$ cat src/rtl/mem_timer.sv
// Memory-mapped 64-bit machine timer (mtime/mtimecmp) with a one-wait-state bus.
// irq is registered from the committed mtime/mtimecmp values.
module mem_timer #(
    parameter int unsigned PRESCALE = 1
) (
    input  logic        clk,
    input  logic        reset,
    input  logic        enable,
    input  logic        mem_valid,
    input  logic [31:0] mem_addr,
    input  logic [31:0] mem_wdata,
    input  logic [3:0]  mem_wstrb,
    output logic        mem_ready,
    output logic [31:0] mem_rdata,
    output logic        irq
);

    typedef enum logic {
        IDLE,
        RESP
    } state_e;

    localparam logic [1:0] A_MTIME_LO = 2'd0;
    localparam logic [1:0] A_MTIME_HI = 2'd1;
    localparam logic [1:0] A_CMP_LO   = 2'd2;
    localparam logic [1:0] A_CMP_HI   = 2'd3;

    localparam logic [15:0] PRESC_MAX = 16'(PRESCALE - 1);

    state_e      state_q, state_d;
    logic [1:0]  addr_q, addr_d;
    logic [31:0] wdata_q, wdata_d;
    logic [3:0]  wstrb_q, wstrb_d;
    logic [63:0] mtime_q, mtime_d;
    logic [63:0] mtimecmp_q, mtimecmp_d;
    logic [31:0] shadow_q, shadow_d;
    logic [15:0] presc_q, presc_d;
    logic        irq_q, irq_d;

    logic        is_resp;
    logic        is_wr;
    logic        is_rd;
    logic [31:0] rdata_c;

    // Only address bits [3:2] select a register.
    logic unused_addr;
    assign unused_addr = ^{mem_addr[31:4], mem_addr[1:0]};

    function automatic logic [31:0] merge(input logic [31:0] old_v,
                                          input logic [31:0] new_v,
                                          input logic [3:0]  strb);
        logic [31:0] r;
        r = old_v;
        for (int i = 0; i < 4; i++) begin
            if (strb[i]) r[i*8 +: 8] = new_v[i*8 +: 8];
        end
        return r;
    endfunction

    assign is_resp = (state_q == RESP);
    assign is_wr   = is_resp && (wstrb_q != 4'd0);
    assign is_rd   = is_resp && (wstrb_q == 4'd0);

    always_comb begin
        state_d    = state_q;
        addr_d     = addr_q;
        wdata_d    = wdata_q;
        wstrb_d    = wstrb_q;
        mtime_d    = mtime_q;
        mtimecmp_d = mtimecmp_q;
        shadow_d   = shadow_q;
        presc_d    = presc_q;

        unique case (state_q)
            IDLE: begin
                if (mem_valid && enable) begin
                    state_d = RESP;
                    addr_d  = mem_addr[3:2];
                    wdata_d = mem_wdata;
                    wstrb_d = mem_wstrb;
                end
            end
            RESP: state_d = IDLE;
            default: state_d = IDLE;
        endcase

        // A bus write to mtime wins over the tick and restarts the prescaler.
        if (is_wr && addr_q == A_MTIME_LO) begin
            mtime_d = {mtime_q[63:32], merge(mtime_q[31:0], wdata_q, wstrb_q)};
            presc_d = 16'd0;
        end else if (is_wr && addr_q == A_MTIME_HI) begin
            mtime_d = {merge(mtime_q[63:32], wdata_q, wstrb_q), mtime_q[31:0]};
            presc_d = 16'd0;
        end else if (presc_q == PRESC_MAX) begin
            mtime_d = mtime_q + 64'd1;
            presc_d = 16'd0;
        end else begin
            presc_d = presc_q + 16'd1;
        end

        if (is_wr && addr_q == A_CMP_LO)
            mtimecmp_d[31:0] = merge(mtimecmp_q[31:0], wdata_q, wstrb_q);
        if (is_wr && addr_q == A_CMP_HI)
            mtimecmp_d[63:32] = merge(mtimecmp_q[63:32], wdata_q, wstrb_q);

        // Latching the high half on a low read makes lo-then-hi reads coherent.
        if (is_rd && addr_q == A_MTIME_LO)
            shadow_d = mtime_q[63:32];

        irq_d = (mtime_q >= mtimecmp_q);
    end

    always_comb begin
        rdata_c = 32'd0;
        unique case (addr_q)
            A_MTIME_LO: rdata_c = mtime_q[31:0];
            A_MTIME_HI: rdata_c = shadow_q;
            A_CMP_LO:   rdata_c = mtimecmp_q[31:0];
            A_CMP_HI:   rdata_c = mtimecmp_q[63:32];
            default:    rdata_c = 32'd0;
        endcase
    end

    // Reset squashes a response already in flight.
    assign mem_ready = is_resp && !reset;
    assign mem_rdata = mem_ready ? rdata_c : 32'd0;
    assign irq       = irq_q;

    always_ff @(posedge clk) begin
        if (reset) begin
            state_q    <= IDLE;
            addr_q     <= 2'd0;
            wdata_q    <= 32'd0;
            wstrb_q    <= 4'd0;
            mtime_q    <= 64'd0;
            mtimecmp_q <= 64'hFFFF_FFFF_FFFF_FFFF;
            shadow_q   <= 32'd0;
            presc_q    <= 16'd0;
            irq_q      <= 1'b0;
        end else begin
            state_q    <= state_d;
            addr_q     <= addr_d;
            wdata_q    <= wdata_d;
            wstrb_q    <= wstrb_d;
            mtime_q    <= mtime_d;
            mtimecmp_q <= mtimecmp_d;
            shadow_q   <= shadow_d;
            presc_q    <= presc_d;
            irq_q      <= irq_d;
        end
    end

endmodule
$ cat config.mk
export PLATFORM = sky130hd
export DESIGN_NAME = mem_timer
export DESIGN_NICKNAME = d
export VERILOG_FILES = /design/src/rtl/mem_timer.sv
export SDC_FILE = /design/constraint.sdc
export NUM_CORES = 1
export LEC_CHECK = 0
export ABC_AREA = 0
export BUFFER_PORTS_ARGS = -buffer_cell sky130_fd_sc_hd__buf_2
export CORE_MARGIN = 3
export CORE_UTILIZATION = 65
export CTS_BUF_LIST = sky130_fd_sc_hd__clkbuf_4 sky130_fd_sc_hd__clkbuf_8 sky130_fd_sc_hd__clkbuf_16
export CTS_CLUSTER_DIAMETER = 150
export DETAILED_ROUTE_END_ITERATION = 8
export HOLD_SLACK_MARGIN = 0.03
export PLACE_DENSITY = 0.82
export REMOVE_ABC_BUFFERS = 1
export SLEW_MARGIN = 5
export SYNTH_ARGS = -nofsm -noshare
export SYNTH_HDL_FRONTEND = slang
export SYNTH_SLANG_ARGS = --single-unit
$ cat constraint.sdc
create_clock -name clk -period 4.95 [get_ports clk]
set_input_delay 0.7425 -clock clk [delete_from_list [all_inputs] [get_ports clk]]
set_output_delay 0.7425 -clock clk [all_outputs]
set_load 0.01 [all_outputs]
==> results of run 1 <==
==> cells in the mapped netlist (all sizes together), types with 28 or more instances <==
| cell type | instances |
|---|---|
| nand2 | 312 |
| dfxtp | 216 |
| a21oi | 130 |
| nor2 | 98 |
| clkbuf | 80 |
| inv | 80 |
| ha | 67 |
| o211ai | 65 |
| and3 | 60 |
| o21ai | 59 |
| nand3 | 49 |
| nand4 | 38 |
| mux4 | 32 |
| nor4 | 28 |
==> flip-flops by register name, indices dropped and copies added, names as in the netlist <==
signal	count
irq	1
shadow_q	32
mtimecmp_q	64
wstrb_q	4
presc_q	16
addr_q	2
wdata_q	32
mtime_q	64
is_resp	1
==> where the power goes <==
part | switching [uW] | internal, uW
Combinational | 130 | 72.8
Clock | 773 | 1300
Sequential | 45.0 | 1760
==> metrics by stage <==
step | instances | hold WS (ps) | utilization | area [um2]
final | 1818 | 437.6 | 0.7491 | 13690
after global placement | 1774 | 439.6 | 0.6988 | 12770
after CTS | 1818 | 435.0 | 0.7491 | 13690
after detailed placement | 1774 | 446.8 | 0.6988 | 12770
after floorplan | 1455 | 427.1 | - | 11950
after global routing | 1818 | 450.7 | 0.7491 | 13690
==> metal layers <==
metal,wire length [um],up-vias,track usage
met1,15180,5769,0.5019
li1,-,5663,-
met4,1680,0,0.1511
met5,0,-,0
met3,4349,166,0.05990
met2,17310,818,0.5727
==> critical path, delay by kind of cell, from the launching register on <==
kind / cells / cell delay [ps]
AND/OR/NAND/NOR: 1 / 200
flip-flops: 1 / 790
buffers and inverters: 2 / 650
multiplexers: 1 / 580
==> how the worst min path moves through the flow <==
stage,startpoint,end,cells past startpoint
3_3_place_gp,shadow_q[11]$_SDFFE_PP0P_,shadow_q[11]$_SDFFE_PP0P_,2
5_1_grt,mem_wdata[24],wdata_q[24]$_SDFFE_PP0P_,3
3_5_place_dp,shadow_q[28]$_SDFFE_PP0P_,shadow_q[28]$_SDFFE_PP0P_,2
6_report,mem_addr[2],addr_q[0]$_SDFFE_PP0P_,3
4_1_cts,mem_addr[2],addr_q[0]$_SDFFE_PP0P_,3
2_1_floorplan,shadow_q[31]$_SDFFE_PP0P_,shadow_q[31]$_SDFFE_PP0P_,2
==> cells by family after synthesis <==
logic type               after synthesis
multiplexers                          41
buffers and inverters                174
AO/OA/AOI/OAI                        373
adder cells (fa/ha/maj)               67
AND/OR/NAND/NOR                      661
flip-flops                           216
XOR/XNOR                              17
==> cell type report <==
| type | instances | share of cell area |
|---|---|---|
| Multi-Input combinational cell | 1159 | 0.5369 |
| Timing Repair Buffer | 90 | 0.03675 |
| Clock inverter | 14 | 0.01691 |
| Clock buffer | 30 | 0.05028 |
| Inverter | 80 | 0.02203 |
| Tap cell | 229 | 0.02093 |
| Sequential cell | 216 | 0.3162 |
==> impl_metrics.csv, run 1 <==
group,metric,value,unit
sta,rsz0062_at_grt,"no",
yosys,synth-xor-area-share,0.01209,
yosys,syn_area,12310,um2
sta,setup_ws,1449,ps
setup_path,max_stage_delay,790,ps
sta,slew_viol_final,0,
cells_and_area,layout_common_cells,"nand2_1, dfxtp_1, a21oi_1",
pwr,power_density,298.0,nW/um2
detailed_routing,drtIter0Drc,1787,
setup_path,crit_path_start,"addr_q[0]$_SDFFE_PP0P_",
yosys,yosysTopAreaCell,"dfxtp_1",
yosys,yosys.area_share.simple,0.2574,
sta,finClkSkew,16.47,ps
cells_and_area,antenna_cells,0,
sta,maxSlewHeadroom,0.1153,
setup_path,endpoint,"mem_rdata[12]",
clock_tree,cts_hold_buf,0,
sta,final.period_utilization,0.7072,
place,place_ws,1497,ps
sta,hold_viol,0,
status,status,"finished, final reports clean",
die,fp.dieW,143.6,um
grt,grt-ovfl-total,0,
detailed_routing,avgViaCountPerCell,6.829,
die,coreArea,18270,um2
pwr,leakage,0.005711,uW
job,maxCapViolations,0,
pwr,power.total,4079,uW
detailed_routing,routed_wl,38.52,mm
setup_path,reg2reg_slack,1650,ps
yosys,ys.flop_type,"dfxtp_1",
setup_path,cp_cell_sequence,"buf_4 -> mux4_2 -> and3_1 -> buf_2",
grt,antenna_found_initial,0,
detailed_routing,via_count,12420,
grt,grt_max_degree,89,
grt,grt_use_total,0.3645,
setup_path,cp.required,4210,ps
yosys,ys_seq_area_frac,0.3513,
yosys,syn_inst,1549,
sta,layout_min_cycle_time,3501,ps
setup_path,crit_type,"register to output pin",
cells_and_area,multiInputGateArea,7348,um2
die,io_pins,106,
place,place.gp.congestion,0.9551,
die,num_rows,49,
clock_tree,clk_pin_slew,60,ps
yosys,synth_fa_ha_area_frac,0.06810,
sta,fmax,0.2857,GHz
setup_path,cp-end-kind,"output pin",
yosys,ys_top_cells_by_area,"dfxtp_1, nand2_1, ha_1, mux4_2, a21oi_1",
clock_tree,cts-root-buf,"clkbuf_16",
yosys,synth_compound_area_frac,0.1918,
detailed_routing,drtAntennaViolNets,0,
yosys,yosysWarnings,0,
place,io_buffers,75,
place,dp_hpwl,25.50,mm
cells_and_area,final_common_cell,"nand2_1",
detailed_routing,wl_per_cell,21.19,um
clock_tree,post_cts_buffers,0,
sta,setup_violations,0,
die,initial_core_util,0.6738,
yosys,synth-edff-count,0,
yosys,syn_area_per_cell,7.947,um2
setup_path,r2r_cells,7,
clock_tree,cts_made_buffers,24,
yosys,ys_types,68,
sta,fin_tns_setup,0,ps
setup_path,crit_slowest_cell,"dfxtp_2",
yosys,muxShareOfSynthArea,0.06596,
clock_tree,cts_tree,"yes",
setup_path,reg2reg_from,"wstrb_q[3]$_SDFFE_PP0P_",
clock_tree,clock_path_buffers,3,
setup_path,cp-start-kind,"register",
detailed_routing,firstDrtPassIters,6,
hold_path,hold_path_class,"input port to register",
die,die_y,143.6,um
setup_path,arrival,2760,ps
cells_and_area,nets,1710,
clock_tree,cts_resized,0,
die,dieArea,20630,um2
sta,worstMarginPinSlew,1322,ps
yosys,synth_top_family_by_area,"simple AND/OR/NAND/NOR gates",
yosys,async_flop_share,0,
cells_and_area,fillerInstances,1391,
clock_tree,clk-insertion-delay-late,540,ps
clock_tree,clock-sinks,216,
grt,grt_first_pass_wirelength,60.09,mm
cells_and_area,drive_gt1_frac,0.1202,
cells_and_area,layout-area-overhead-vs-synth,11.18,%
pwr,peakVddDrop,0.0003354,V
setup_path,path_max_fanout,21,
detailed_routing,drcViolationCount,0,
clock_tree,htree_levels,1,
yosys,yosys_register_bits,216,
yosys,yosysTopAreaCellShare,0.3513,
grt,grt_pass1_vias,11440,
setup_path,rr_endpoint,"mtime_q[14]$_SDFFE_PP0P_",
cells_and_area,seqCellArea,4328,um2
No activity file was read; power rests on OpenSTA's default activity.
==> inputs of run 2 (changes only) <==
--- a/config.mk
+++ b/config.mk
@@ -8,12 +8,12 @@
 export ABC_AREA = 0
 export BUFFER_PORTS_ARGS = -buffer_cell sky130_fd_sc_hd__buf_2
 export CORE_MARGIN = 3
-export CORE_UTILIZATION = 65
+export CORE_UTILIZATION = 55
 export CTS_BUF_LIST = sky130_fd_sc_hd__clkbuf_4 sky130_fd_sc_hd__clkbuf_8 sky130_fd_sc_hd__clkbuf_16
 export CTS_CLUSTER_DIAMETER = 150
 export DETAILED_ROUTE_END_ITERATION = 8
 export HOLD_SLACK_MARGIN = 0.03
-export PLACE_DENSITY = 0.82
+export PLACE_DENSITY = 0.73
 export REMOVE_ABC_BUFFERS = 1
 export SLEW_MARGIN = 5
 export SYNTH_ARGS = -nofsm -noshare
==> constraint.sdc (replaced) <==
create_clock -name clk -period 3.1 [get_ports clk]
set_input_delay 0.465 -clock clk [delete_from_list [all_inputs] [get_ports clk]]
set_output_delay 0.465 -clock clk [all_outputs]
set_load 0.01 [all_outputs]
==> impl_metrics.csv, run 2 (synthesized netlist as in run 1, its figures left out) <==
group,metric,value,unit
status,status,"finished, final reports clean",
job,maxCapViolations,0,
hold_path,hold_path_class,"input port to register",
cells_and_area,largestRegisters,"mtime_q x64, mtimecmp_q x64",
cells_and_area,antenna_cells,0,
detailed_routing,firstDrtPassIters,7,
pwr,leakage,0.005966,uW
cells_and_area,final_common_cell,"nand2_1",
pwr,power.total,6119,uW
cells_and_area,layout-area-overhead-vs-synth,14.29,%
setup_path,crit_slowest_cell,"nor2_1",
clock_tree,cts_tree,"yes",
setup_path,max_stage_delay,650,ps
sta,fmax,0.3494,GHz
detailed_routing,avgViaCountPerCell,6.415,
cells_and_area,final_cells,1925,
die,initial_core_util,0.5624,
clock_tree,cts_hold_buf,0,
sta,whs,166.2,ps
grt,grt_pass1_vias,11370,
setup_path,cp.required,3540,ps
setup_path,cp-end-kind,"register",
detailed_routing,via_count,12350,
setup_path,crit_type,"register to register",
setup_path,path_max_fanout,7,
clock_tree,clk_pin_slew,60,ps
sta,worstMarginPinSlew,1244,ps
die,coreArea,21890,um2
setup_path,cp_cell_sequence,"inv_1 -> ha_1 -> nor4b_1 -> nand4_1 -> nor2_1 -> nand3_1 -> or3_1 -> a31oi_1",
place,io_buffers,75,
sta,final.period_utilization,0.9231,
grt,antenna_found_initial,1,
sta,layout_min_cycle_time,2862,ps
grt,grt_max_degree,72,
cells_and_area,fin_area,14070,um2
die,num_rows,54,
die,dieArea,24210,um2
sta,finClkSkew,20.07,ps
sta,fin_tns_setup,0,ps
detailed_routing,drtIter0Drc,1463,
setup_path,arrival,3300,ps
clock_tree,cts-root-buf,"clkbuf_16",
die,die_y,155.6,um
sta,rsz0062_at_grt,"no",
clock_tree,clock-sinks,216,
cells_and_area,nets,1767,
die,fp.dieW,155.6,um
die,io_pins,106,
place,post_dp_cell_area,13280,um2
place,place.gp.congestion,1.012,
sta,setup_violations,0,
setup_path,cp_top_family,"simple AND/OR/NAND/NOR gates",
clock_tree,cts_resized,0,
detailed_routing,drtAntennaViolNets,0,
clock_tree,clock_path_buffers,3,
setup_path,worst-path-buf-inv,1,
cells_and_area,layout_common_cells,"nand2_1, dfxtp_1, a21oi_1",
clock_tree,cts_made_buffers,24,
detailed_routing,drcViolationCount,0,
cells_and_area,drive_gt1_frac,0.1489,
detailed_routing,wl_per_cell,20.92,um
grt,grt-ovfl-total,0,
clock_tree,post_cts_buffers,0,
pwr,power_density,434.9,nW/um2
grt,grt_use_total,0.3256,
place,placed_cells,1882,
pwr,peakVddDrop,0.0004544,V
sta,hold_viol,0,
detailed_routing,routed_wl,40.26,mm
clock_tree,htree_levels,1,
clock_tree,clk-insertion-delay-late,530,ps
setup_path,cp-start-kind,"register",
place,dp_hpwl,28.71,mm
sta,slew_viol_final,0,
grt,grt_first_pass_wirelength,63.60,mm
cells_and_area,fillerInstances,1926,
sta,maxSlewHeadroom,0.1675,
## run 2: path summary, 6_finish.rpt
kind | start | cells after the start | slack, ps | endpoint
setup / recovery | presc_q[0]$_SDFF_PP0_ | 8 | 240 | mtime_q[50]$_SDFFE_PP0P_
hold / removal | mem_wdata[25] | 3 | 170 | wdata_q[25]$_SDFFE_PP0P_
setup reg to reg | presc_q[0]$_SDFF_PP0_ | 8 | 240 | mtime_q[50]$_SDFFE_PP0P_
hold reg to reg | shadow_q[22]$_SDFFE_PP0P_ | 2 | 450 | shadow_q[22]$_SDFFE_PP0P_
## run 2: area by class of cell
| cell class | instances | area, um2 | share of cell area |
|---|---|---|---|
| timing repair buffer | 147 | 955.9 | 0.06794 |
| tap | 280 | 350.3 | 0.02490 |
| clock inverter | 6 | 57.56 | 0.004091 |
| multi-input combinational | 1159 | 7342 | 0.5218 |
| clock buffer | 37 | 734.5 | 0.05220 |
| sequential | 216 | 4328 | 0.3076 |
| inverter | 80 | 301.5 | 0.02143 |
## run 2: metal layers
layer	vias up	track usage	share of wire
met4	2	0.1113	0.036
met3	109	0.05770	0.093
met5	-	0	0.00020
met1	5850	0.4671	0.43
met2	620	0.4986	0.44
li1	5767	-	-
## run 2: report_power, final
part           internal, uW  switching [uW]
Combinational           132             222
Sequential             2810            64.7
Clock                  1710            1180
Total                  4650            1460
## run 2: worst reg2reg max path: stages, from the launching register on
cell and delay, ps:
dfxtp_1 340, inv_1 70, ha_1 150, nor4b_1 430
nand4_1 470, nor2_1 660, nand3_1 170, or3_1 330
a31oi_1 160
## run 2: through the flow
stage,utilization,setup WS (ps)
2_1_floorplan,-,-1814
3_3_place_gp,0.6065,472.7
5_1_grt,0.6427,99.28
6_report,0.6427,238.4
3_5_place_dp,0.6065,419.0
4_1_cts,0.6427,405.9
